$ cat config.mk
export PLATFORM = sky130hd
export DESIGN_NAME = fetch_ctrl
export DESIGN_NICKNAME = d
export VERILOG_FILES = /design/src/rtl/fetch_ctrl.sv
export SDC_FILE = /design/constraint.sdc
export NUM_CORES = 1
export LEC_CHECK = 0
export CORE_ASPECT_RATIO = 1.25
export CORE_UTILIZATION = 42
export CTS_CLUSTER_DIAMETER = 40
export DETAILED_ROUTE_END_ITERATION = 7
export HOLD_SLACK_MARGIN = 0.15
export PLACE_DENSITY_LB_ADDON = 0.3
export SYNTH_ARGS = -nofsm -noshare
export SYNTH_HDL_FRONTEND = slang
export SYNTH_SLANG_ARGS = --single-unit
$ cat constraint.sdc
create_clock -name clk -period 8.7 [get_ports clk]
set_clock_uncertainty 0.15 [all_clocks]
set_input_delay 2.61 -clock clk [delete_from_list [all_inputs] [get_ports clk]]
set_output_delay 2.61 -clock clk [all_outputs]
set_load 0.03 [all_outputs]
$ cat src/rtl/fetch_ctrl.sv
// -----------------------------------------------------------------------------
// fetch_ctrl -- instruction fetch controller with a small instruction buffer.
//
// Issues one instruction-memory request at a time from the current PC. Each
// response is queued in a FIFO that decode drains. A buffer slot is reserved
// before a request issues, so a response always has room.
// A taken branch redirects the PC and flushes the buffer. If the branch
// arrives while a request is in flight, the late response is discarded.
//
// Ports
//   clk, rst                 clock, synchronous active-high reset
//   en                       fetch enable (gates new requests only)
//   q_PC / d_PC, pc_en       PC register output / next-PC and write enable
//   imem_req, imem_addr      memory request and address
//   imem_gnt                 request accepted (qualified by imem_req)
//   imem_rvalid, imem_rdata  read response
//   br_taken, br_target      redirect strobe and target
//   instr_valid, instr,      buffer head presented to decode
//   instr_pc
//   dec_ready                decode accepts the head entry
// -----------------------------------------------------------------------------
module fetch_ctrl #(
  parameter int BUF_DEPTH = 2            // 2 or 4 entries
) (
  input  logic        clk,
  input  logic        rst,
  input  logic        en,
  input  logic [31:0] q_PC,
  output logic [31:0] d_PC,
  output logic        pc_en,
  output logic        imem_req,
  output logic [31:0] imem_addr,
  input  logic        imem_gnt,
  input  logic        imem_rvalid,
  input  logic [31:0] imem_rdata,
  input  logic        br_taken,
  input  logic [31:0] br_target,
  output logic        instr_valid,
  output logic [31:0] instr,
  output logic [31:0] instr_pc,
  input  logic        dec_ready
);

  localparam int AW = $clog2(BUF_DEPTH);
  localparam int CW = AW + 1;
  localparam logic [CW-1:0] DEPTH_C = CW'(BUF_DEPTH);

  typedef enum logic [1:0] {
    S_IDLE = 2'd0,
    S_REQ  = 2'd1,
    S_WAIT = 2'd2
  } state_t;

  typedef struct packed {
    logic [31:0] pc;
    logic [31:0] word;
  } entry_t;

  state_t          state, state_n;
  logic            drop, drop_n;
  logic [CW-1:0]   count, count_n;
  logic [AW-1:0]   rd_ptr, wr_ptr;
  logic            valid_q;
  logic            push, pop, flush, can_issue;
  entry_t          buf_mem [BUF_DEPTH];

  // The two low target bits are always forced to zero.
  logic unused_br_lsb;
  assign unused_br_lsb = ^br_target[1:0];

  // Occupancy bookkeeping. A redirect flushes and takes priority over the
  // coincident push/pop.
  always_comb begin
    // NOTE: every signal driven here gets a default first so no path leaves
    // it unassigned; otherwise synthesis infers a latch.
    pop     = 1'b0;
    push    = 1'b0;
    flush   = 1'b0;
    count_n = count;
    if (!rst) begin
      flush = br_taken;
      pop   = valid_q && dec_ready && !br_taken;
      push  = (state == S_WAIT) && imem_rvalid && !drop && !br_taken;
      if (flush) begin
        count_n = '0;
      end else begin
        case ({push, pop})
          2'b10:   count_n = count + CW'(1);
          2'b01:   count_n = count - CW'(1);
          default: count_n = count;
        endcase
      end
    end
  end

  // A new request may start only if the slot for its response is free. The
  // check uses the occupancy after this cycle's push/pop/flush. A pop
  // therefore frees a slot in time to request on the very next cycle.
  assign can_issue = en && (count_n < DEPTH_C);

  // Next state and the combinational request/PC outputs.
  always_comb begin
    state_n   = state;
    drop_n    = drop;
    imem_req  = 1'b0;
    imem_addr = q_PC;
    pc_en     = 1'b0;
    d_PC      = q_PC;
    if (!rst) begin
      if (br_taken) begin
        pc_en = 1'b1;
        d_PC  = {br_target[31:2], 2'b00};
      end
      unique case (state)
        S_IDLE: begin
          if (can_issue) state_n = S_REQ;
        end
        S_REQ: begin
          // A redirect withdraws the request. The FSM stays here, so the
          // next request uses the redirected PC.
          imem_req = !br_taken;
          if (!br_taken && imem_gnt) begin
            pc_en   = 1'b1;
            d_PC    = q_PC + 32'd4;
            state_n = S_WAIT;
          end
        end
        S_WAIT: begin
          if (imem_rvalid) begin
            drop_n  = 1'b0;
            state_n = can_issue ? S_REQ : S_IDLE;
          end else if (br_taken) begin
            drop_n = 1'b1;
          end
        end
        default: state_n = S_IDLE;
      endcase
    end
  end

  always_ff @(posedge clk) begin
    // NOTE: sequential state uses non-blocking assignments. All flops then
    // update together from the values they had before the clock edge.
    if (rst) begin
      state   <= S_IDLE;
      drop    <= 1'b0;
      count   <= '0;
      rd_ptr  <= '0;
      wr_ptr  <= '0;
      valid_q <= 1'b0;
    end else begin
      state   <= state_n;
      drop    <= drop_n;
      count   <= count_n;
      valid_q <= (count_n != '0);
      if (flush) begin
        rd_ptr <= '0;
        wr_ptr <= '0;
      end else begin
        if (push) wr_ptr <= wr_ptr + AW'(1);
        if (pop)  rd_ptr <= rd_ptr + AW'(1);
      end
    end
  end

  // NOTE: the buffer storage has no reset. count and valid_q decide which
  // entries are live, so stale contents are never presented.
  always_ff @(posedge clk) begin
    if (push) begin
      // The PC has already advanced past this fetch, so its address is q_PC-4.
      buf_mem[wr_ptr] <= '{pc: q_PC - 32'd4, word: imem_rdata};
    end
  end

  assign instr_valid = valid_q && !rst;
  assign instr       = buf_mem[rd_ptr].word;
  assign instr_pc    = buf_mem[rd_ptr].pc;

endmodule

==> results, run 1 <==
- The flow ran to the end, and the final reports show no timing, DRC or antenna violations.
- The detailed-placement wirelength estimate is 13200 microns.
- The kind of capture point of the worst setup path is a primary output.
- Counting I/O delays and the setup requirement, the final critical path takes between 7 and 8 ns.
- After detailed routing, the number of remaining DRC violations is 0.
- After detailed routing, the total wire length is 19000 microns.
- The area growth from synthesis to final layout is 40.4%.
- The clock-pin slew on the worst setup and hold paths is approximately 0.060 ns.
- The pre-antenna-repair detailed-routing pass consisted of 5 iterations.
- The number of pins with negative max-slew slack in the final report is 0.
- The number of filler cells placed in the layout is ~1.3k.
- The commonest cells after synthesis are sky130_fd_sc_hd__edfxtp_1, sky130_fd_sc_hd__mux2_2, sky130_fd_sc_hd__nor2_1.
- The post-CTS resize count is 0.
- Summing all non-filler instances in the final layout gives an area of about 0.010 sq mm.
- The number of nets in the layout is between 800 and 900.
- For this run, the share of the core covered by cells in the final layout is 0.611.
- In the final layout, the share of cells above drive strength 1 is 0.189.
- Timing would allow up to about 130 MHz.
- Post-CTS timing repair inserted 0 buffers for setup.
- Routability-driven placement finished with a final weighted congestion of just over 0.9.
- In this run, CTS created clock tree buffers numbering 17.
- For the pin with the worst max-slew slack, the measured transition is roughly 0.9 ns.
- The initial utilization of the core area, before any placement, comes to 0.435.
- The overall via count from detail_route is around 5.6k.
- The largest area contributor in the netlist is sky130_fd_sc_hd__edfxtp_1.
- The net count of the mapped netlist is 697.
- Counting along the longest clock path gives a buffer depth of 2.
- The clock tree root buffer cell is sky130_fd_sc_hd__clkbuf_16.
- For this design the static power due to leakage is between 0.003 and 0.004 uW.
- The most critical setup path has its startpoint at q_PC[3].
- During placement, the flow inserted port buffers numbering between 200 and 250.
- The most repeated cell in the gate-level netlist after synthesis is sky130_fd_sc_hd__edfxtp_1.
- CTS saw 137 sinks.
- The via count of the first global-routing pass is about 5.8k.
- The area of the mapped netlist is a little over 0.007 sq mm.
- The kind of path behind the tightest hold check is reg2reg.
- The initial antenna violation count was 0.
- Synthesis produced a netlist whose cell count is ~600.
- At the worst endpoint, the arrival time is about 5.2 ns.
- STA puts the critical path data required time at between 5 and 6 ns.
- The wire length per cell is roughly 19 microns.
- ~230 I/O pins were placed.
- The number of rows in the core area is 52.
- The total inserted antenna cells is 0.
- The violation count after the first detailed-route iteration is 422.
- The total count of hold-check failures in the final report is 0.
- For this design the ratio of total power to cell area is 162 mW/mm^2.
- By area the synthesized netlist is led by sky130_fd_sc_hd__edfxtp_1, sky130_fd_sc_hd__mux2_2, sky130_fd_sc_hd__buf_4.
- The cell depth of the worst min-delay path is 2.
- The total overflow left after global routing is 0.
- The width of the chip is approximately 120 microns.
- TritonCTS built the clock tree.
- The count of cells along the worst register-to-register path is 4.
- Averaged over all synthesized cells, the footprint is 12.1 sq um.
- The area of the die is 0.0175 sq mm.
- The worst register-to-register path begins at state[1].
- The worst setup path is launched from an input port.
- Of the synthesized area, sequential elements account for 0.564.
- The count of flip-flops with a built-in enable after synthesis is roughly 130.
- The critical hold path startpoint is rd_ptr.
- The source-to-sink clock delay at the later pin of the worst-skew pair is approximately 0.4 ns.
- In the post-route analysis, the smallest setup slack over all paths is approximately 0.7 ns.
- The worst relative slew slack is 0.387.
- During synthesis, Yosys emitted a total of 0 warnings.
- The H-tree generated during clock tree synthesis spans 4 levels.
- The flip-flop and latch count after synthesis is about 140.
- For this run, asynchronously set or reset flops after synthesis account for 0.
- The highest ir drop seen on vdd is approximately 110 uV.
- The post-cts hold buffer count is 0.
- In this run the remaining antenna-violating nets after routing total 0.
- In the synthesized netlist the dominant register cell turns out to be sky130_fd_sc_hd__edfxtp_1.
- Setup violations remaining at the end of the flow were counted as 0.
- Yosys mapped the design onto between 60 and 70 distinct sky130hd cell types.
- Across every metal layer, demand over resource in global routing totals 0.219.
- The wire length of the first global-routing pass is 29700 microns.
- In this run the standard cell core region covers 0.0164 sq mm.
- Across the run, the number of max-cap violations was 0.
- The post-place setup slack is 0.780 ns.
- The type of the worst setup path is in2out.
- The ratio of final minimum period to clock period is 0.917.
- Summing all placed instances gives a cell area of 0.00946 sq mm.
- After detailed routing, the number of vias per cell comes to 5.59.
- After routing, the total negative slack on setup checks comes to 0 ns.
- The peak fanout along the critical path is 7.
- The share of synthesized area in the top cell type comes to 0.539.
- The vertical extent of the die is around 150 microns.
- Entering global routing, the biggest net connects between 60 and 70 pins.
- Setup repair after global routing left no endpoint under its margin.
## state kept, by name, summed over array words and instances (netlist names), named ones only
register	cells
buf_mem	128
count	2
state	2
drop	1
rd_ptr	1
valid_q	1
wr_ptr	1
## area by class of cell
class	instances	area (sq um)	share of cell area
flip-flops and latches	137	4030	0.402
multi-input cells	366	2650	0.265
repair buffers	246	2460	0.246
clock buffers	17	425	0.0425
well taps	216	270	0.0270
clock inverters	15	133	0.0132
inverters	13	48.8	0.00487
## worst max-delay path: stages
cell and delay, ns:
sky130_fd_sc_hd__clkdlybuf4s50_1 0.62, sky130_fd_sc_hd__ha_1 0.28, sky130_fd_sc_hd__nand4_1 0.14, sky130_fd_sc_hd__nor2_1 0.49, sky130_fd_sc_hd__a32oi_1 0.19, sky130_fd_sc_hd__o21ai_0 0.18, sky130_fd_sc_hd__clkdlybuf4s50_1 0.71
## through the flow
step / power [uW] / hold WS [ns] / cells
finish: 1630 / 0.374 / 1010
global route: 1680 / 0.393 / 1010
CTS: 1640 / 0.378 / 1010
detailed placement: 962 / 0.360 / 978
global placement: 958 / 0.335 / 978
floorplan: 852 / 0.322 / 591
## routing by layer
layer  share of wire  vias to the layer above  global-route usage
met3           0.079                       53              0.0478
met4           0.036                        0               0.116
li1                -                     2575                   -
met2            0.51                      318               0.377
met1            0.38                     2696               0.256
met5               0                        -                   0
## kinds of logic after synthesis
kind of cell	count (synthesis)	share of synthesized area
flip-flops	137	0.564
AO/OA/AOI/OAI	86	0.0816
XOR/XNOR	30	0.0368
adder cells (fa/ha/maj)	3	0.00526
buffers and inverters	88	0.0659
multiplexers	66	0.104
AND/OR/NAND/NOR	181	0.143
## path summary, 6_finish.rpt
check	slack, ns	endpoint
setup reg to reg	6.24	buf_mem[1][51]
hold reg to reg	0.37	flop
setup / recovery	0.72	d_PC[8]
hold / removal	0.37	flop
## report_power, final
part | total (uW) | switching, uW | internal, uW
registers | 722 | 1.16 | 721
clock network | 677 | 303 | 374
logic | 228 | 123 | 105
## layout by cell type, fill, tap and decap left out, types with 4 or more instances in the layout
cell type	n
sky130_fd_sc_hd__a211oi_1	5
sky130_fd_sc_hd__a21oi_1	20
sky130_fd_sc_hd__a22oi_1	10
sky130_fd_sc_hd__a31oi_1	5
sky130_fd_sc_hd__and2_1	4
sky130_fd_sc_hd__and3_1	12
sky130_fd_sc_hd__and4_1	7
sky130_fd_sc_hd__buf_12	8
sky130_fd_sc_hd__buf_4	32
sky130_fd_sc_hd__clkbuf_16	17
sky130_fd_sc_hd__clkdlybuf4s50_1	206
sky130_fd_sc_hd__dfxtp_1	8
sky130_fd_sc_hd__edfxtp_1	128
sky130_fd_sc_hd__inv_1	12
sky130_fd_sc_hd__inv_6	6
sky130_fd_sc_hd__mux2_2	64
sky130_fd_sc_hd__nand2_1	27
sky130_fd_sc_hd__nand2b_1	4
sky130_fd_sc_hd__nand3_1	17
sky130_fd_sc_hd__nand4_1	11
sky130_fd_sc_hd__nor2_1	40
sky130_fd_sc_hd__nor3_1	24
sky130_fd_sc_hd__nor4_1	4
sky130_fd_sc_hd__o21ai_0	12
sky130_fd_sc_hd__o22ai_1	6
sky130_fd_sc_hd__or3_1	6
sky130_fd_sc_hd__xnor2_1	15
sky130_fd_sc_hd__xor2_1	15
Power figures use the tool's default switching activity.
==> run 2: changes to the inputs <==
--- a/config.mk
+++ b/config.mk
@@ -7,7 +7,7 @@
 export LEC_CHECK = 0
 export CORE_ASPECT_RATIO = 1.25
 export CORE_UTILIZATION = 42
-export CTS_CLUSTER_DIAMETER = 40
+export CTS_CLUSTER_DIAMETER = 80
 export DETAILED_ROUTE_END_ITERATION = 7
 export HOLD_SLACK_MARGIN = 0.15
 export PLACE_DENSITY_LB_ADDON = 0.3
==> results of run 2 <==
The final DEF is identical to that of run 1; final timing and power are the same.
==> run 3: changes to the inputs <==
--- a/config.mk
+++ b/config.mk
@@ -9,8 +9,10 @@
 export CORE_UTILIZATION = 42
 export CTS_CLUSTER_DIAMETER = 80
 export DETAILED_ROUTE_END_ITERATION = 7
+export GPL_ROUTABILITY_DRIVEN = 0
 export HOLD_SLACK_MARGIN = 0.15
 export PLACE_DENSITY_LB_ADDON = 0.3
+export REMOVE_ABC_BUFFERS = 1
 export SYNTH_ARGS = -nofsm -noshare
 export SYNTH_HDL_FRONTEND = slang
 export SYNTH_SLANG_ARGS = --single-unit
==> constraint.sdc (replaced) <==
create_clock -name clk -period 8.7 [get_ports clk]
set_clock_uncertainty 0.15 [all_clocks]
set_input_delay 1.74 -clock clk [delete_from_list [all_inputs] [get_ports clk]]
set_output_delay 1.74 -clock clk [all_outputs]
set_load 0.03 [all_outputs]
==> run 3 against run 2 <==
Compared with the run above:
- routed wire length is 0.21% lower
- largest power group unchanged
- clock power is 1% higher
- critical endpoint is now d_PC[17]
- non-clock buffer count is 10 lower
- fmax is 19% higher
==> results, run 3 (same netlist as run 1, synthesis figures left out) <==
- The flow ran to the end, and the final reports show no timing, DRC or antenna violations.
- The clock power share was 0.422 (+0.006).
- TritonCTS built the clock tree.
- The worst hold margin was 0.364 ns (-0.0100 ns).
- The largest incremental delay on the critical path was 0.76 ns (+0.05 ns).
- The overall via count from detail_route was 5649 (+0.12%).
- The leakage power is 0.00334 uW (-3.0%).
- The kind of capture point of the worst setup path is a primary output.
- The clock sink count came to 137 (unchanged).
- The core area is 0.0164 sq mm (unchanged).
- The post-cts hold buffer count is 0 (unchanged).
- The minimum period implied by the final worst setup slack is 6.68 ns (-1.30 ns).
- In the final layout, the registers with the most flip-flops are buf_mem: 128 flops, count: 2 flops, state: 2 flops.
- The total count of hold-check failures in the final report was 0 (unchanged).
- The internal power contribution was 1220 uW (+1.6%).
- The overall global routing resource usage is 0.220 (+0.000223).
- Among cell families on the critical path, the largest total delay comes from buffers and inverters.
- The vertical extent of the die is 148 microns (unchanged).
- The area occupied by registers was 0.00403 sq mm (unchanged).
- The number of endpoints failing setup at the final stage came to 0 (unchanged).
- The number of pins with negative max-slew slack in the final report came to 0 (unchanged).
- The remaining antenna violation count after routing was 0 (unchanged).
- The number of input and output port buffers inserted is 231 (unchanged).
- The wire length per cell is 19.0 microns (+0.79%).
- The number of rows in the core area is 52 (unchanged).
- The buffering stage count on the worst path with inverters included is 2 (unchanged).
- The largest register by flop count is buf_mem.
- The type of the worst setup path is in2out.
- The sum of negative setup slack was 0 ns (unchanged).
- Walking the worst path, the cells encountered are clkdlybuf4s50_1 > and3_1 > and3_1 > nand3_1 > o31ai_1 > a221o_1 > clkdlybuf4s50_1.
- The wire length of the first global-routing pass was 29600 microns (-0.65%).
- The top-level I/O count came to 234 (unchanged).
- The number of buffers created by CTS is 17 (unchanged).
- The internal reg-to-reg setup slack came to 6.13 ns (-0.11 ns).
- The number of max-capacitance violations reported is 0 (unchanged).
- The first-pass iteration count of the detailed router is 5 (unchanged).
- The clock-pin slew on the worst setup and hold paths is 0.06 ns (about the same).
- The width of the chip is 119 microns (unchanged).
- The detailed-route vias per instance was 5.65 (+1.1%).
- The number of flip-flops in the largest register is 128 (unchanged).
- The count of cells along the worst register-to-register path is 4 (unchanged).
- The transition time at the pin with the least slew margin is 0.900 ns (-0.0191 ns).
- The total DRC errors in the routed layout is 0 (unchanged).
- Setup repair after global routing left no endpoint under its margin.
- The total inserted antenna cells is 0 (unchanged).
- Leaving out fill and tap cells, the most frequent cell in the layout is sky130_fd_sc_hd__clkdlybuf4s50_1.
- The min-delay analysis places its worst path in the category reg2reg.
- The required time reported for the critical path endpoint is 6.81 ns (+0.87 ns).
- The highest clock rate is 150 MHz (+19%).
- The number of filler cells placed in the layout is 1343 (+2.2%).
- The instance area after placement was 0.00935 sq mm (-1.2%).
- The final cell area excluding filler cells is 0.00991 sq mm (-1.1%).
- The share of cells above drive strength 1 is 0.145 (-0.0435).
- The largest buffer count on any clock path is 2 (unchanged).
- The pin count of the biggest net entering global routing is 65 (unchanged).
- The clock tree root buffer cell is sky130_fd_sc_hd__clkbuf_16.
- The number of nets in the layout is 877 (-1.1%).
- The final wirelength is 19000 microns (-0.21%).
- STA classifies the critical path startpoint as an input port.
- On the critical path, the stage with the largest delay is an instance of sky130_fd_sc_hd__clkdlybuf4s50_1.
- The ratio of final minimum period to clock period is 0.768 (-0.149).
- The combinational cell fraction of total power came to 0.134 (-0.006).
- The violation count after the first detailed-route iteration was 418 (-0.95%).
- The power density over cell area is 164 mW/mm^2 (+1.0%).
- The global-route track usage on met3 is 0.0509 (+0.00309).
- The layer flagged by global routing as most heavily used is met2.
- The global routing usage on met2 was 0.368 (-0.00906).
- The post-CTS resize count was 0 (unchanged).
- The via count of the first global-routing pass is 5701 (-1.5%).
- The proportion of total power due to net switching came to 0.250 (-0.0123).
- The cell depth of the worst min-delay path is 2 (unchanged).
- The initial antenna violation count is 0 (unchanged).
- Compared with the post-synthesis result, the final layout area differs by 38.9%.
- The footprint of the multi-input gates came to 0.00265 sq mm (unchanged).
- The maximum level of the CTS H-tree was 4 (unchanged).
- The source-to-sink clock delay at the later pin of the worst-skew pair is 0.41 ns (about the same).
- The net switching power of the design is 407 uW (-4.8%).
- The register share of total power came to 0.444 (about the same).
- The area of the die is 0.0175 sq mm (unchanged).
- The peak fanout along the critical path was 12 (+5).
- The total stage count of the critical path is 7 (unchanged).
- The highest ir drop seen on vdd came to 118 uV (+11%).
- The global-route track usage on met1 is 0.259 (+0.00323).
- The sum of overflow across all layers after global routing is 0 (unchanged).
- The detailed-placement wirelength estimate is 13000 microns (-1.8%).
- The post-CTS setup buffer count is 0 (unchanged).
- The top cell types in the final layout, fill and taps aside, are sky130_fd_sc_hd__clkdlybuf4s50_1, sky130_fd_sc_hd__edfxtp_1, sky130_fd_sc_hd__mux2_2, sky130_fd_sc_hd__nor2_1, sky130_fd_sc_hd__nand2_1.
- The arrival time of the worst setup path was 4.79 ns (-0.43 ns).
- The initial core utilization is 0.435 (unchanged).
- The worst relative slew slack is 0.397 (+0.0105).
==> run 3: area by class of cell <==
cell class | count | share of cell area
Clock buffer | 18 | 0.0433
Inverter | 13 | 0.00492
Clock inverter | 14 | 0.0135
Tap cell | 216 | 0.0273
Sequential cell | 137 | 0.406
Multi-Input combinational cell | 366 | 0.267
Timing Repair Buffer | 236 | 0.237
==> run 3: layer usage <==
layer	up-vias	routed length [microns]
met5	-	0
met4	0	766
met3	54	1490
met2	338	9150
met1	2691	7570
li1	2566	-
==> run 3: path summary, 6_finish.rpt <==
| path | start | end |
|---|---|---|
| worst min register to register | rd_ptr | rd_ptr |
| worst min-delay path | rd_ptr | rd_ptr |
| worst max-delay path | q_PC[12] | d_PC[17] |
| worst max register to register | state[1] | buf_mem[1][45] |
==> run 3: per-stage QoR <==
stage / std cells / power, uW / worst slack (ns) / utilization
after floorplan: 516 / 810 / 1.28 / -
after global placement: 968 / 949 / 2.17 / 0.570
after detailed placement: 968 / 952 / 2.12 / 0.570
after CTS: 1000 / 1640 / 2.10 / 0.604
after global routing: 1000 / 1680 / 1.88 / 0.604
final: 1000 / 1630 / 2.02 / 0.604
==> run 3: power by group through the flow <==
stage	sequential (uW)	combinational, uW	clock (uW)
floorplan	737	73.1	0
global placement	736	213	0
detailed placement	736	215	0
CTS	722	217	701
global route	722	230	726
finish	722	218	685
==> run 3: worst reg2reg max path: stages, from the launching register on <==
cell,delay (ns)
sky130_fd_sc_hd__dfxtp_1,0.39
sky130_fd_sc_hd__nor2b_1,0.30
sky130_fd_sc_hd__nand3_1,0.26
sky130_fd_sc_hd__nor3b_2,0.32
sky130_fd_sc_hd__buf_4,0.72
